--- src/rtl/vga_timing_monitor.sv ---
// Sink-side VGA stream checker: measures line/frame timing, locks on stable timing,
// recovers active-pixel coordinates and produces a per-frame {r,g,b} checksum.
module vga_timing_monitor #(
    parameter int LOCK_FRAMES = 2,
    parameter bit HS_POL      = 1'b0,
    parameter bit VS_POL      = 1'b0
) (
    input  logic        clk,
    input  logic        reset_n,
    input  logic        vga_hs,
    input  logic        vga_vs,
    input  logic        vga_de,
    input  logic [7:0]  vga_r,
    input  logic [7:0]  vga_g,
    input  logic [7:0]  vga_b,
    output logic [11:0] meas_h_total,
    output logic [11:0] meas_h_active,
    output logic [11:0] meas_v_total,
    output logic [11:0] meas_v_active,
    output logic        locked,
    output logic        pix_valid,
    output logic [11:0] pix_x,
    output logic [11:0] pix_y,
    output logic [23:0] pix_rgb,
    output logic [23:0] frame_sum,
    output logic        sum_valid,
    output logic [7:0]  err_count
);

    typedef enum logic [1:0] {SEARCH, MEASURE, CHECK, LOCKED} state_e;

    localparam logic [4:0] LOCK_N = 5'(LOCK_FRAMES);

    function automatic logic [11:0] sat_inc(input logic [11:0] v);
        return (&v) ? v : v + 12'd1;
    endfunction

    // Input stage: sync levels are stored as "active" flags so polarity is resolved once.
    logic        hs_q, hs_prev_q, vs_q, vs_prev_q, de_q;
    logic [23:0] rgb_q;

    logic [11:0] h_cnt_q, h_cnt_d;
    logic [11:0] x_cnt_q, x_cnt_d;
    logic [11:0] v_cnt_q, v_cnt_d;
    logic [11:0] y_next_q, y_next_d;
    logic [11:0] y_cur_q, y_cur_d;
    logic        line_de_q, line_de_d;
    logic [11:0] cur_h_total_q, cur_h_active_q;
    logic        bad_q;
    logic [23:0] acc_q;

    logic        pix_valid_q;
    logic [11:0] pix_x_q, pix_y_q;
    logic [23:0] pix_rgb_q, frame_sum_q;
    logic        sum_valid_q;

    state_e      state_q;
    logic [3:0]  match_q;
    logic        locked_q;
    logic [7:0]  err_q;
    logic [11:0] m_h_total_q, m_h_active_q, m_v_total_q, m_v_active_q;

    logic        hs_start, vs_start, first_px, line_de_base, sat_now, frame_bad;
    logic        frame_match, line_bad;
    logic [11:0] line_period, x_base, y_next_base, v_cnt_inc;
    logic [11:0] h_tot_now, h_act_now;
    logic [23:0] acc_now;
    logic [4:0]  match_inc;

    always_comb begin
        hs_start     = hs_q & ~hs_prev_q;
        vs_start     = vs_q & ~vs_prev_q;
        line_period  = h_cnt_q + 12'd1;
        h_cnt_d      = hs_start ? 12'd0 : sat_inc(h_cnt_q);

        x_base       = hs_start ? 12'd0 : x_cnt_q;
        x_cnt_d      = de_q ? sat_inc(x_base) : x_base;

        // y_next counts lines that have shown de since vs start; it is both pix_y's
        // source and the v_active measurement.
        line_de_base = hs_start ? 1'b0 : line_de_q;
        y_next_base  = vs_start ? 12'd0 : y_next_q;
        first_px     = de_q & ~line_de_base;
        y_cur_d      = first_px ? y_next_base : y_cur_q;
        y_next_d     = first_px ? sat_inc(y_next_base) : y_next_base;
        line_de_d    = line_de_base | de_q;

        // An hs start coinciding with vs start belongs to the frame that is ending.
        v_cnt_inc    = hs_start ? sat_inc(v_cnt_q) : v_cnt_q;
        v_cnt_d      = vs_start ? 12'd0 : v_cnt_inc;

        sat_now      = (&h_cnt_q) | (&x_cnt_q) | (&v_cnt_q) | (&y_next_q);
        frame_bad    = bad_q | sat_now;

        // h_active tracks the last line that carried pixels, so trailing blank lines don't zero it.
        h_tot_now    = hs_start ? line_period : cur_h_total_q;
        h_act_now    = (hs_start && x_cnt_q != 12'd0) ? x_cnt_q : cur_h_active_q;

        frame_match  = !frame_bad && h_tot_now == m_h_total_q && h_act_now == m_h_active_q
                       && v_cnt_inc == m_v_total_q && y_next_q == m_v_active_q;
        line_bad     = (&h_cnt_q) | (hs_start && line_period != m_h_total_q);

        acc_now      = acc_q + (de_q ? rgb_q : 24'd0);
        match_inc    = {1'b0, match_q} + 5'd1;
    end

    always_ff @(posedge clk or negedge reset_n) begin
        if (!reset_n) begin
            hs_q           <= 1'b0;
            hs_prev_q      <= 1'b0;
            vs_q           <= 1'b0;
            vs_prev_q      <= 1'b0;
            de_q           <= 1'b0;
            rgb_q          <= '0;
            h_cnt_q        <= '0;
            x_cnt_q        <= '0;
            v_cnt_q        <= '0;
            y_next_q       <= '0;
            y_cur_q        <= '0;
            line_de_q      <= 1'b0;
            cur_h_total_q  <= '0;
            cur_h_active_q <= '0;
            bad_q          <= 1'b0;
            acc_q          <= '0;
            pix_valid_q    <= 1'b0;
            pix_x_q        <= '0;
            pix_y_q        <= '0;
            pix_rgb_q      <= '0;
            frame_sum_q    <= '0;
            sum_valid_q    <= 1'b0;
        end else begin
            hs_q      <= (vga_hs == HS_POL);
            hs_prev_q <= hs_q;
            vs_q      <= (vga_vs == VS_POL);
            vs_prev_q <= vs_q;
            de_q      <= vga_de;
            rgb_q     <= {vga_r, vga_g, vga_b};

            h_cnt_q   <= h_cnt_d;
            x_cnt_q   <= x_cnt_d;
            v_cnt_q   <= v_cnt_d;
            y_next_q  <= y_next_d;
            y_cur_q   <= y_cur_d;
            line_de_q <= line_de_d;
            bad_q     <= vs_start ? 1'b0 : frame_bad;
            if (hs_start) cur_h_total_q <= line_period;
            if (hs_start && x_cnt_q != 12'd0) cur_h_active_q <= x_cnt_q;

            pix_valid_q <= de_q;
            pix_rgb_q   <= rgb_q;
            pix_y_q     <= y_cur_d;
            if (de_q) pix_x_q <= x_base;

            sum_valid_q <= 1'b0;
            if (vs_start) begin
                acc_q <= '0;
                if (state_q != SEARCH) begin
                    frame_sum_q <= acc_now;
                    sum_valid_q <= 1'b1;
                end
            end else begin
                acc_q <= acc_now;
            end
        end
    end

    always_ff @(posedge clk or negedge reset_n) begin
        if (!reset_n) begin
            state_q      <= SEARCH;
            match_q      <= '0;
            locked_q     <= 1'b0;
            err_q        <= '0;
            m_h_total_q  <= '0;
            m_h_active_q <= '0;
            m_v_total_q  <= '0;
            m_v_active_q <= '0;
        end else begin
            case (state_q)
                SEARCH: if (vs_start) state_q <= MEASURE;
                MEASURE: if (vs_start) begin
                    m_h_total_q  <= h_tot_now;
                    m_h_active_q <= h_act_now;
                    m_v_total_q  <= v_cnt_inc;
                    m_v_active_q <= y_next_q;
                    match_q      <= 4'd1;
                    if (LOCK_FRAMES <= 1) begin
                        state_q  <= LOCKED;
                        locked_q <= 1'b1;
                    end else begin
                        state_q  <= CHECK;
                    end
                end
                CHECK: if (vs_start) begin
                    if (frame_match) begin
                        match_q <= match_inc[3:0];
                        if (match_inc >= LOCK_N) begin
                            state_q  <= LOCKED;
                            locked_q <= 1'b1;
                        end
                    end else begin
                        m_h_total_q  <= h_tot_now;
                        m_h_active_q <= h_act_now;
                        m_v_total_q  <= v_cnt_inc;
                        m_v_active_q <= y_next_q;
                        match_q      <= 4'd1;
                    end
                end
                LOCKED: if (line_bad || (vs_start && !frame_match)) begin
                    state_q  <= SEARCH;
                    locked_q <= 1'b0;
                    match_q  <= '0;
                    if (err_q != 8'hFF) err_q <= err_q + 8'd1;
                end
                default: state_q <= SEARCH;
            endcase
        end
    end

    assign meas_h_total  = m_h_total_q;
    assign meas_h_active = m_h_active_q;
    assign meas_v_total  = m_v_total_q;
    assign meas_v_active = m_v_active_q;
    assign locked        = locked_q;
    assign err_count     = err_q;
    assign pix_valid     = pix_valid_q;
    assign pix_x         = pix_x_q;
    assign pix_y         = pix_y_q;
    assign pix_rgb       = pix_rgb_q;
    assign frame_sum     = frame_sum_q;
    assign sum_valid     = sum_valid_q;

endmodule

--- config.mk ---
export PLATFORM = sky130hd
export DESIGN_NAME = vga_timing_monitor
export DESIGN_NICKNAME = d
export VERILOG_FILES = /design/src/rtl/vga_timing_monitor.sv
export SDC_FILE = /design/constraint.sdc
export NUM_CORES = 1
export LEC_CHECK = 0
export ABC_AREA = 1
export BUFFER_PORTS_ARGS = -buffer_cell sky130_fd_sc_hd__clkbuf_2
export CORE_ASPECT_RATIO = 0.8
export CORE_MARGIN = 2
export CORE_UTILIZATION = 40
export CTS_CLUSTER_SIZE = 28
export DETAILED_ROUTE_END_ITERATION = 16
export GPL_ROUTABILITY_DRIVEN = 0
export PLACE_DENSITY = 0.64
export SLEW_MARGIN = 10
export SYNTH_ARGS = -nofsm -noshare
export SYNTH_HDL_FRONTEND = slang
export SYNTH_SLANG_ARGS = --single-unit
export TNS_END_PERCENT = 100
--- constraint.sdc ---
create_clock -name clk -period 2.7 [get_ports clk]
set_input_delay 0.54 -clock clk [delete_from_list [all_inputs] [get_ports clk]]
set_output_delay 0.54 -clock clk [all_outputs]
set_load 0.05 [all_outputs]
Yosys cells after proc, flatten, opt, wreduce, memory -nomap -nowiden
Index checks and enable logic that the tools add are counted.
{"block": "totals", "regBits": 264, "word_cells": 148, "output_inout_bits": 131, "in_bits": 29}
{"block": "op_classes", "addsub": 7, "muxes": 52, "eq_ne": 17, "n_reduce_logical": 28, "order_cmp": 1, "bitwise": 14}
{"cell": "$mux 12", "n": 25}
{"cell": "$pmux 12 s2", "n": 4}
{"cell": "$reduce_and 12->1", "n": 6}
{"cell": "$add 12x1->12 const B", "n": 4}
{"cell": "$eq 12x12->1", "n": 4}
{"cell": "$mux 24", "n": 2}
{"cell": "$add 24x24->24", "n": 1}
{"cell": "$mux 4", "n": 4}
{"cell": "$ne 2x2->1 const B", "n": 8}
{"cell": "$mux 2", "n": 6}
{"cell": "$ne 12x12->1", "n": 1}
{"cell": "$pmux 4 s3", "n": 1}
{"cell": "$reduce_bool 12->1", "n": 1}
{"cell": "$add 8x1->8 const B", "n": 1}
{"cell": "$mux 1", "n": 8}
{"cell": "$ne 8x8->1 const B", "n": 1}
{"cell": "$pmux 2 s4", "n": 1}
{"cell": "$reduce_and 4->1", "n": 2}
{"cell": "$logic_and 1x1->1", "n": 7}
{"cell": "$or 1x1->1", "n": 6}
{"cell": "$reduce_and 6->1", "n": 1}
{"cell": "$reduce_bool 2->1", "n": 3}
{"cell": "$add 4x1->5 const B", "n": 1}
{"cell": "$ge 5x2->1 const B", "n": 1}
{"cell": "12 further kinds", "n": 20}

Longest topological paths before layout
{"block": "depth", "word_depth": 15, "mapped_depth": 21, "mapped_depth_nobuf": 21}

Worst setup path before layout
OpenSTA, ideal clock, no wires.
{"block": "synth_path", "path_kind": "register to register", "from": "register de_q", "to": "register frame_sum_q[18] (netlist: frame_sum[18])", "required_time_ns": 2.567, "path_buffers": 2, "arrival_time_ns": 2.775, "setup_ns": 0.133, "setup_slack_ns": -0.208, "period_less_slack_ns": 2.908, "path_stages_with_launch": 16, "path_cell_list": "dfrtp_1 clkbuf_1 clkbuf_1 nand2_1 inv_1 ha_1 nand3_1 nand3_1 a21oi_1 o21ai_0 a21oi_1 o21ai_0 a21oi_1 o21ai_0 xnor2_1 o21ai_0"}
{"block": "synth_via", "elab_chain_len": 2}
{"element": "from (decl)", "line_no": "39", "rtl": "logic hs_q, hs_prev_q, vs_q, vs_prev_q, de_q;"}
{"element": "from (signal assigned)", "line_no": "136", "rtl": "de_q <= vga_de;"}
{"element": "$mux 24", "line_no": "103", "rtl": "acc_now = acc_q + (de_q ? rgb_q : 24'd0);"}
{"element": "$add 24x24->24", "line_no": "103"}
{"element": "to (signal assigned)", "line_no": "158", "rtl": "frame_sum_q <= acc_now;"}
{"element": "to (decl)", "line_no": "54", "rtl": "logic [23:0] pix_rgb_q, frame_sum_q;"}
Every way passes these cells.
A chain may end at the register's enable or synchronous reset.

Worst setup path after layout
{"block": "layout_path", "from": "register hs_prev_q", "to": "register m_h_total_q[10] (netlist: meas_h_total[10])"}
{"block": "layout_via", "elab_chain_len": 10, "word_cells_on_any_way": 19, "classes_between": "eq/ne (4); mux (7); bitwise (2); reduce/logical (6)"}
{"element": "from (decl)", "line_no": "39"}
{"element": "from (signal assigned)", "line_no": "133", "rtl": "hs_prev_q <= hs_q;"}
{"element": "$not 1->1", "line_no": "71", "rtl": "hs_start = hs_q & ~hs_prev_q;"}
{"element": "$and 1x1->1", "line_no": "71"}
{"element": "$logic_and 1x1->1", "line_no": "97", "rtl": "h_act_now = (hs_start && x_cnt_q != 12'd0) ? x_cnt_q : cur_h_active_q;"}
{"element": "$mux 12"}
{"element": "via h_act_now[11]", "line_no": "66", "rtl": "logic [11:0] h_tot_now, h_act_now;"}
{"element": "$eq 12x12->1", "line_no": "99", "rtl": "frame_match = !frame_bad && h_tot_now == m_h_total_q && h_act_now == m_h_active_q"}
{"element": "$logic_and 1x1->1", "line_no": "99"}
{"element": "$logic_and 1x1->1 (2 in series)", "line_no": "100", "rtl": "&& v_cnt_inc == m_v_total_q && y_next_q == m_v_active_q;"}
{"element": "$ne 2x2->1 (no source line)"}
{"element": "$reduce_and 4->1 (no source line)"}
{"element": "to (signal assigned)", "line_no": "181", "rtl": "m_h_total_q <= h_tot_now;"}
{"element": "to (signal assigned)", "line_no": "201", "rtl": "m_h_total_q <= h_tot_now;"}
{"element": "to (decl)", "line_no": "61", "rtl": "logic [11:0] m_h_total_q, m_h_active_q, m_v_total_q, m_v_active_q;"}
The timed path passes the listed nets, and every way through them passes these cells. The select of a mux whose other input is x is not followed.

==> tab_implementation.tex <==
\begin{tabular}{lr}
\hline
Metric & Value \\
\hline
\multicolumn{2}{l}{\textbf{Run status}} \\
Result of the run & complete, no violations \\
\multicolumn{2}{l}{\textbf{Synthesis}} \\
Post-synth cell types & 42 \\
Total standard cell area after synthesis & 12800 um2 \\
Post-Synth Adder-Cell Area & about 3.5\% \\
Number of warnings reported in the yosys synthesis log & 0 \\
Post-synthesis share of cell area spent on and, or, nand and nor gates & about a quarter \\
Post-Synth XOR/XNOR Area & under 10\% \\
Number of storage elements in the synthesis netlist & roughly 260 \\
Synth top area share & roughly 52\% \\
Gate count after technology mapping & between 1500 and 2000 \\
Synth area leader & dfrtp\_1 \\
Mapped Avg Cell Area & roughly 8.4 um2 \\
Combinational family with the most area after synthesis & simple AND/OR/NAND/NOR gates \\
Fraction of the yosys area taken by sequential cells & between 50 and 60\% \\
Proportion of synthesized area in mux cells & 0\% \\
Cells taking the most area after synthesis & dfrtp\_1 52\%, nand2\_1 12\%, inv\_1 5.1\% \\
Synth Net Count & approximately 1600 \\
Post-synthesis compound-gate area fraction & 7.63\% \\
\multicolumn{2}{l}{\textbf{Finish}} \\
Leading cell types in the layout, fill and taps excluded & 373 x nand2\_1, 261 x dfrtp\_1, 171 x inv\_1 \\
Fill cell count & about 2900 \\
Fraction of final layout cells with drive strength greater than 1 & 26.7\% \\
Sequential cell area & 6610 um2 \\
Multi-input combinational cell area & slightly below 6000 um2 \\
Post-layout nets & 1836 \\
Most common library cell in the layout ignoring fill and taps & nand2\_1 \\
Area growth from synthesis to layout & 28.9\% \\
\multicolumn{2}{l}{\textbf{STA}} \\
Top achievable clock speed & between 300 and 400 MHz \\
Setup repair after global routing missed its margin & yes \\
Minimum period implied by the final worst setup slack & 2.63 ns \\
Setup Skew & 0.0221 ns \\
Worst setup margin & between 0.07 and 0.08 ns \\
Final period util & between 90\% and 100\% \\
Final hold violation count & 0 \\
Hold\_ws & approximately 0.11 ns \\
Transition time of the tightest slew-check pin & roughly 0.47 ns \\
Max\_slew headroom & 68.4\% \\
Final slew viol count & 0 \\
Setup-failing EPs final & 0 \\
\multicolumn{2}{l}{\textbf{Global route}} \\
Vias in the first global route & a little over 10000 \\
Global Route met1 Usage & 28.0\% \\
Gr usage total & between 15 and 20\% \\
Largest net degree at the start of global routing & 80 \\
Global route overflow & 0 \\
Met2 Resource Use GR & 29.7\% \\
Antenna violations before repair & 2 \\
Most used routing layer in global routing & met2 \\
Met3 global-route usage & 3.47\% \\
Wire length of the first global-routing pass & just over 50000 um \\
\multicolumn{2}{l}{\textbf{Power}} \\
Pwr/cell area & 879 nW/um2 \\
Peak supply drop & 0.748 mV \\
Total power after layout & 14.5 mW \\
Cell leakage power & 8.56 nW \\
\multicolumn{2}{l}{\textbf{Floorplan}} \\
Die ar. & around 33000 um2 \\
Core ar. & 31400 um2 \\
Num ports & 160 \\
Chip height & 164 um \\
Initial cell density of the core & between 40\% and 50\% \\
Die W & just over 200 um \\
Total number of placement rows & between 50 and 60 \\
\multicolumn{2}{l}{\textbf{Worst setup path}} \\
Reg-to-reg slack, setup & roughly 0.075 ns \\
Cells along the critical path & inv\_1 -> nand2\_4 -> inv\_4 -> buf\_4 -> nand3\_2 -> nand2\_1 -> nand2\_1 -> nand2\_1 -> nand2\_1 -> nor2\_1 -> nand3\_2 -> nor2\_4 -> nand4\_4 -> nand2\_4 -> clkinv\_8 -> clkbuf\_16 -> nand2\_2 -> o21ai\_1 \\
Critical path required time & 3.14 ns \\
Worst path most repeated cell & nand2\_1 \\
Crit. End Element & register \\
Critical Setup Path Class & register to register \\
CP top delay family & simple AND/OR/NAND/NOR gates \\
Arrival @ worst endpoint & 3.07 ns \\
Number of buffer and inverter instances along the worst setup path & 5 \\
Kind of launch point of the worst setup path & register \\
Largest fanout of any net on the critical path & 11 \\
Slowest Stage Delay on Critical Path & approximately 0.36 ns \\
Worst-path cell with the longest stage delay & dfrtp\_1 \\
\multicolumn{2}{l}{\textbf{Drt}} \\
Average via count per standard cell & 4.94 \\
Final ANT Viol Nets & 0 \\
Total wirelength of the detailed-routed design & 34000 um \\
Number of remaining DRC errors & 0 \\
Length of the first detailed-routing pass in iterations & 5 \\
DR WL/cell & roughly 15 um \\
Drt initial violations & $\sim$600 \\
Total via count in the routed design & roughly 11000 \\
\multicolumn{2}{l}{\textbf{CTS}} \\
Count of clock tree sinks & 264 \\
Clock edge transition at the registers on the reported setup and hold paths & 0.06 ns \\
Buffer levels on the longest clock path & 3 \\
Clock buffers created by TritonCTS & 27 \\
Root Buffer & clkbuf\_16 \\
TritonCTS clock tree & built \\
Insertion delay to the later sink of the worst-skew pair & roughly 0.55 ns \\
Clock H-tree levels & 1 \\
\multicolumn{2}{l}{\textbf{Worst hold path}} \\
Worst min-delay path class & primary input to register \\
\multicolumn{2}{l}{\textbf{Placed design}} \\
Setup Slack @ Placement & -0.0921 ns \\
Number of buffers added on ports & 159 \\
Placed wire-length estimate & 23700 um \\
\multicolumn{2}{l}{\textbf{Run}} \\
Maximum Capacitance Violations & 0 \\
\hline
\end{tabular}
[registers in the layout (all words and copies together) (netlist names), 2 cells and up]
signal / count
acc_q: 24
frame_sum: 24
pix_rgb: 24
rgb_q: 24
cur_h_active_q: 12
cur_h_total_q: 12
h_cnt_q: 12
meas_h_active: 12
meas_h_total: 12
meas_v_active: 12
meas_v_total: 12
pix_x: 12
pix_y: 12
v_cnt_q: 12
x_cnt_q: 12
y_next_q: 12
err_count: 8
match_q: 4
state_q: 2
[timing repair]
action / 4_1_cts / 5_1_grt
endpoints found under the setup margin: 15 / 84
hold endpoints to repair: 22 / 0
buffers inserted: 0 / 18
hold buffers: 1 / 0
pin swaps: 3 / 25
gates resized for setup: 6 / 177
gates cloned: 0 / 9
[cell usage after synthesis (all sizes together)]
library cell	count
nand2	441
dfrtp	264
inv	179
nor2	141
o21ai	123
nand3	112
xor2	57
a21oi	38
ha	34
clkbuf	20
buf	19
xnor2	19
nand4	15
nor3	15
nor4	11
or2	10
nand3b	6
a21o	3
o211ai	3
a211oi	2
o31ai	2
a21boi	1
a31oi	1
clkinv	1
fa	1
nor3b	1
o211a	1
o311ai	1
o31a	1
[report_power, final]
| part | leakage (nW) | internal [mW] | total [mW] | switching [mW] |
|---|---|---|---|---|
| sequential | 3.41 | 4.66 | 5.22 | 0.559 |
| combinational | 4.71 | 1.79 | 5.52 | 3.73 |
| clock | 0.440 | 2.19 | 3.74 | 1.55 |
| total | 8.56 | 8.64 | 14.5 | 5.84 |
[routing by layer]
layer / vias up / share of wire (%)
li1: 5366 / -
met1: 5237 / 46
met2: 285 / 45
met5: - / 0
met3: 57 / 5.7
met4: 0 / 2.7
[metrics by stage]
step / area, um2 / utilization, % / instances / TNS (ns)
2_1_floorplan: 12800 / - / 1522 / -0.0298
3_3_place_gp: 14600 / 46.4 / 2135 / -0.231
3_5_place_dp: 14600 / 46.4 / 2135 / -0.225
4_1_cts: 15500 / 49.3 / 2185 / 0
5_1_grt: 16500 / 52.4 / 2213 / -3.69
6_report: 16500 / 52.4 / 2215 / 0
[kinds of logic (layout without fill, tap and decap cells)]
family | Yosys count | count (layout)
AOI/OAI and AO/OA | 176 | 176
xor gates and xnor gates | 76 | 76
adders and majority gates | 35 | 35
buffers and inverters | 219 | 489
DFF | 264 | 264
other | 0 | 3
and+or+nand+nor | 752 | 752
[final timing paths]
path	from	cells after the start	end
min in group asynchronous	reset_n	2	meas_h_total[7]
min	vga_b[0]	1	rgb_q[0]
max reg2reg	hs_prev_q	18	meas_h_total[10]
max in group asynchronous	reset_n	3	h_cnt_q[2]
max	hs_prev_q	18	meas_h_total[10]
min reg2reg	vs_q	0	vs_prev_q
[area by class of cell]
cell class	count	area share [%]
sequential	264	40.1
multi-input combinational	1039	36.0
timing repair buffer	260	11.1
clock buffer	40	4.76
inverter	180	4.19
tap	420	3.19
clock inverter	9	0.577
antenna	3	0.0456
Power figures use the tool's default switching activity.
